**src/rtl/shift_restore_low_pkg.sv**
```systemverilog
// Shared constants for the calc_int shift path: FSM encoding, default widths
// and the count clamp used by both the normaliser and the restorer.
package shift_restore_low_pkg;

    localparam int DEF_WIDTH = 32;
    localparam int DEF_CNT_W = 6;

    typedef enum logic [1:0] {
        ST_IDLE  = 2'd0,
        ST_SHIFT = 2'd1,
        ST_DONE  = 2'd2
    } srl_state_e;

    // Counts at or beyond the data width all mean "shift everything out".
    function automatic int unsigned clamp_cnt(input int unsigned cnt, input int unsigned lim);
        return (cnt >= lim) ? lim : cnt;
    endfunction

endpackage

```
**src/rtl/shift_restore_low_if.sv**
```systemverilog
// start/busy/done handshake between the calc_int sequencer (master) and the
// iterative left shifter (slave).
interface shift_restore_low_if
    import shift_restore_low_pkg::*;
#(
    parameter int WIDTH = DEF_WIDTH,
    parameter int CNT_W = DEF_CNT_W
);
    logic             start;
    logic [WIDTH-1:0] a;
    logic [CNT_W-1:0] n;
    logic             busy;
    logic             done;
    logic [WIDTH-1:0] result;
    logic             ovf;

    modport master (output start, a, n, input busy, done, result, ovf);
    modport slave  (input start, a, n, output busy, done, result, ovf);
endinterface

```
**src/rtl/shift_restore_low.sv**
```systemverilog
// Iterative left shifter: undoes the right-shift normalisation one bit per
// clock and flags any set bit pushed out of the MSB.
module shift_restore_low
    import shift_restore_low_pkg::*;
#(
    parameter int WIDTH = DEF_WIDTH,
    parameter int CNT_W = DEF_CNT_W
) (
    input  logic                clk,
    input  logic                rst_n,
    shift_restore_low_if.slave  bus
);
    // Must hold the value WIDTH itself, so one more bit than log2(WIDTH).
    localparam int REM_W = $clog2(WIDTH + 1);

    srl_state_e       state_q, state_d;
    logic [WIDTH-1:0] res_q, res_d;
    logic             ovf_q, ovf_d;
    logic [REM_W-1:0] rem_q, rem_d;
    logic             busy_q, busy_d;
    logic             done_q, done_d;
    logic [REM_W-1:0] n_sat;

    assign n_sat = REM_W'(clamp_cnt(32'(bus.n), WIDTH));

    always_ff @(posedge clk or negedge rst_n) begin
        if (!rst_n) begin
            state_q <= ST_IDLE;
            res_q   <= '0;
            ovf_q   <= 1'b0;
            rem_q   <= '0;
            busy_q  <= 1'b0;
            done_q  <= 1'b0;
        end else begin
            state_q <= state_d;
            res_q   <= res_d;
            ovf_q   <= ovf_d;
            rem_q   <= rem_d;
            busy_q  <= busy_d;
            done_q  <= done_d;
        end
    end

    // done is registered: it is raised on the edge that enters DONE.
    always_comb begin
        state_d = state_q;
        res_d   = res_q;
        ovf_d   = ovf_q;
        rem_d   = rem_q;
        busy_d  = busy_q;
        done_d  = 1'b0;
        case (state_q)
            ST_IDLE: begin
                if (bus.start) begin
                    res_d  = bus.a;
                    ovf_d  = 1'b0;
                    rem_d  = n_sat;
                    busy_d = 1'b1;
                    if (n_sat == '0) begin
                        state_d = ST_DONE;
                        done_d  = 1'b1;
                    end else begin
                        state_d = ST_SHIFT;
                    end
                end
            end
            ST_SHIFT: begin
                res_d = {res_q[WIDTH-2:0], 1'b0};
                ovf_d = ovf_q | res_q[WIDTH-1];
                rem_d = rem_q - 1'b1;
                if (rem_q == REM_W'(1)) begin
                    state_d = ST_DONE;
                    done_d  = 1'b1;
                end
            end
            ST_DONE: begin
                state_d = ST_IDLE;
                busy_d  = 1'b0;
            end
            default: begin
                state_d = ST_IDLE;
                busy_d  = 1'b0;
            end
        endcase
    end

    assign bus.busy   = busy_q;
    assign bus.done   = done_q;
    assign bus.result = res_q;
    assign bus.ovf    = ovf_q;

endmodule

```
**src/flat_wrapper.sv**
```systemverilog
// flat-port wrapper written by rule: the top's interface ports become plain ports
module shift_restore_low_flat import shift_restore_low_pkg::*;
#(
    parameter int WIDTH = DEF_WIDTH,
    parameter int CNT_W = DEF_CNT_W
)
  (clk, rst_n, bus_start, bus_a, bus_n, bus_busy, bus_done, bus_result, bus_ovf);
  shift_restore_low_if #(.WIDTH(WIDTH), .CNT_W(CNT_W)) bus_i ();
  input  logic clk;
  input  logic rst_n;
  input wire logic [$bits(bus_i.start)-1:0] bus_start;
  input wire logic [$bits(bus_i.a)-1:0] bus_a;
  input wire logic [$bits(bus_i.n)-1:0] bus_n;
  output wire logic [$bits(bus_i.busy)-1:0] bus_busy;
  output wire logic [$bits(bus_i.done)-1:0] bus_done;
  output wire logic [$bits(bus_i.result)-1:0] bus_result;
  output wire logic [$bits(bus_i.ovf)-1:0] bus_ovf;
  assign bus_i.start = bus_start;
  assign bus_i.a = bus_a;
  assign bus_i.n = bus_n;
  assign bus_busy = bus_i.busy;
  assign bus_done = bus_i.done;
  assign bus_result = bus_i.result;
  assign bus_ovf = bus_i.ovf;
  shift_restore_low #(.WIDTH(WIDTH), .CNT_W(CNT_W)) u_core (.clk(clk), .rst_n(rst_n), .bus(bus_i));
endmodule
```
**config.mk**
```make
export PLATFORM = sky130hd
export DESIGN_NAME = shift_restore_low_flat
export DESIGN_NICKNAME = d
export VERILOG_FILES = /design/src/rtl/shift_restore_low_pkg.sv /design/src/rtl/shift_restore_low_if.sv /design/src/rtl/shift_restore_low.sv /design/src/flat_wrapper.sv
export SDC_FILE = /design/constraint.sdc
export NUM_CORES = 1
export LEC_CHECK = 0
export ABC_AREA = 1
export CAP_MARGIN = 15
export CORE_UTILIZATION = 43
export DETAILED_ROUTE_END_ITERATION = 12
export GPL_TIMING_DRIVEN = 0
export PLACE_DENSITY_LB_ADDON = 0.2
export SLEW_MARGIN = 20
export SYNTH_ARGS = -nofsm -noshare
export SYNTH_HDL_FRONTEND = slang
export SYNTH_SLANG_ARGS = --single-unit
```
**constraint.sdc**
```tcl
create_clock -name clk -period 1.61 [get_ports clk]
set_input_delay 0.322 -clock clk [delete_from_list [all_inputs] [get_ports clk]]
set_output_delay 0.322 -clock clk [all_outputs]
set_load 0.01 [all_outputs]
```
==> summary.md, run 1 <==
| Metric | Value |
|---|---|
| Largest cells by area after synthesis | dfrtp_1 54%, o22ai_1 9.8%, a21oi_1 8.1% |
| Clock Skews | 5.01 ps |
| Bufs on Longest Clock Path | 2 |
| Initial DRC Count | 56 |
| Postcts setup bufs | 0 |
| Total grt overflow | 0 |
| FFs w/ async S/R, synth | 100% |
| FF+latch count, synth | 43 |
| Dominant cell type by area after synthesis | dfrtp_1 |
| CTS tree | done |
| PwrDens | 1970 nW/µm² |
| # H-tree levels | 2 |
| Register area share after synthesis | 54.4% |
| Syn. warnings | 0 |
| Final setup TNS | 0 ps |
| Vias per cell | 4.95 |
| Post-route ant nets | 0 |
| Die Width | 69.8 µm |
| Core Region | 4380 µm² |
| Reg-to-reg critical path startpoint | u_core.rem_q[0] |
| Tot GR Track Use | 19.3% |
| Final GP Congestion | 0.831 |
| # setup viols final | 0 |
| DR DRC count | 0 |
| Fmax | 650 MHz |
| Power Total | 5710 µW |
| R2r worst-path depth | 7 |
| Clock transition at path regs | 70 ps |
| DR vias | 1,722 |
| Num rows | 24 |
| Drt first pass iters | 4 |
| Syn Inst Count | 213 |
| RSZ-0062 raised after global routing | false |
| Area delta synth->final | 46.1% |
| Ys flop type | dfrtp_1 |
| Fin nets | 340 |
| ANT cells | 0 |
| Clk_lat worst skew | 290 ps |
| Critical path buffers and inverters | 1 |
| Leakage | 0.00135 µW |
| # IOs | 76 |
| Largest net degree at the start of global routing | 29 |
| Vias in the first global route | 1,578 |
| CP max stage delay | 550 ps |
| Headroom to the max-slew limit | 74.2% |
| Crit end category | output pin |
| CP Max Fanout | 3 |
| Most frequent cell after synthesis | dfrtp_1 |
| Wire per inst | 12.6 µm |
| Max Slew Vio Count | 0 |
| PortBufs | 75 |
| CP top delay family | buffers and inverters |
| Total of max-cap violations | 0 |
| First-pass GRT wire length | 7380 µm |
| Worst path arrival time | 1220 ps |
| Worst reg2reg setup slack | 280 ps |
| Clock Tree Root | clkbuf_8 |
| Final-report hold violation count | 0 |
| Full die area | 4880 µm² |
| Critical Path RT | 1290 ps |
| Number of buffers created by CTS | 5 |
| Yosys cell types | 21 |
| Die height | 69.8 µm |
| Crit Reg-Reg Endpoint | u_core.rem_q[4] |
| Slew at the pin closest to its max-slew limit | 387 ps |
| Crit share post-route | 95.6% |
| Crit start category | flop |
| Worst vdd ir | 0.669 mV |
| Detailed Route WL | 4390 µm |
| Slowest cell on crit path | clkdlybuf4s50_1 |
| Setup CP Type | reg2out |
| Post-layout minimum cycle time | 1540 ps |
| Post-synth top area share | 54.4% |
| Syn avg cell area | 9.29 µm² |
| CP cell instances | clkdlybuf4s50_1 |
| Synth Net Count | 256 |
| Resized cells post-CTS | 0 |
| Outcome | complete, no violations |
| Initial Util | 45.1% |
| Hold Crit Class | in2async |
| Final HPWL DP | 3230 µm |
| Clock sinks | 43 |
| Antenna violations before repair | 0 |
| Layout cell share with drive strength beyond 1 | 8.45% |
| Number of synthesized flops with an enable pin | 0 |
| Post-synth top cells | 43 x dfrtp_1, 39 x inv_1, 32 x a21oi_1 |
| Mapped Area | 1980 µm² |
-- placed cells by master, fill, tap and decap left out, drive strengths merged --
cell and count:
clkbuf 6, nand2 22, inv 41, clkdlybuf4s50 74, a21oi 32, o21ai 5, nand4 2, nor2 8
dfrtp 43, o21a 1, o2bb2ai 2, nand3 9, o211ai 4, ha 2, buf 13, dlygate4sd3 1
o22ai 31
-- layer usage --
metal	vias up	GRT usage, %	wire length [µm]
met1	786	26.6	2130
li1	884	-	-
met4	0	6.00	53
met5	-	0	0
met2	46	29.3	1950
met3	6	5.67	260
-- how the worst max path moves through the flow --
stage               slack [ps]                  start  cells past startpoint                     to
floorplan                  410        u_core.rem_q[0]                      7        u_core.rem_q[4]
global placement          -930                  rst_n                      1  u_core.bus.result[16]
detailed placement          60              bus_start                      6  u_core.bus.result[19]
CTS                         60   u_core.bus.result[0]                      1          bus_result[0]
global route                20  u_core.bus.result[30]                      1         bus_result[30]
finish                      70  u_core.bus.result[11]                      1         bus_result[11]
-- flip-flops by register name, summed over array words and instances, names as in the netlist --
| signal | cells |
|---|---|
| u_core.bus.done | 1 |
| u_core.bus.busy | 1 |
| u_core.state_q | 2 |
| u_core.bus.result | 32 |
| u_core.rem_q | 6 |
| u_core.bus.ovf | 1 |
-- stage by stage --
| step | area, µm² | std cells | utilization, % | setup slack (ps) | hold slack, ps |
|---|---|---|---|---|---|
| after global routing | 2890 | 348 | 66.0 | 18.9 | 506 |
| after detailed placement | 2810 | 341 | 64.1 | 59.3 | 267 |
| after global placement | 2800 | 340 | 63.8 | -927 | 466 |
| after CTS | 2890 | 348 | 66.0 | 56.8 | 483 |
| after floorplan | 1980 | 213 | - | 410 | 26.4 |
| final | 2890 | 348 | 66.0 | 70.8 | 477 |
-- cell families after synthesis --
kind of cell | after synthesis | share of synthesized area, %
AO/OA/AOI/OAI | 75 | 22.4
adder cells (fa/ha/maj) | 2 | 1.26
buffers and inverters | 52 | 12.3
flip-flops | 43 | 54.4
AND/OR/NAND/NOR | 41 | 9.67
-- timing repair --
action                                 4_1_cts  5_1_grt
endpoints found under the hold margin       15        0
hold buffers                                 1        0
setup endpoints to repair                    0        0
-- power by group --
part | switching, µW | internal [µW]
Clock | 318 | 289
Sequential | 362 | 1630
Combinational | 1530 | 1590
-- area by class of cell --
cell class | instances | area, µm²
timing repair buffer | 77 | 776
inverter | 41 | 156
clock buffer | 6 | 72.6
buffer | 11 | 86.3
fill | 387 | 1490
multi-input combinational | 118 | 661
tap | 52 | 65.1
sequential | 43 | 1080
No activity file was read; power rests on OpenSTA's default activity.
==> run 2, diff against run 1 <==
==> constraint.sdc (replaced) <==
create_clock -name clk -period 1.61 [get_ports clk]
set_input_delay 0.2415 -clock clk [delete_from_list [all_inputs] [get_ports clk]]
set_output_delay 0.2415 -clock clk [all_outputs]
set_load 0.01 [all_outputs]
==> results of run 2 <==
The final DEF is identical to that of run 1. Status: complete, no violations.
Main changes from that run: setup slack after placement 59.3 ps -> 140 ps; setup slack after layout 70.8 ps -> 151 ps; hold slack 477 ps -> 397 ps
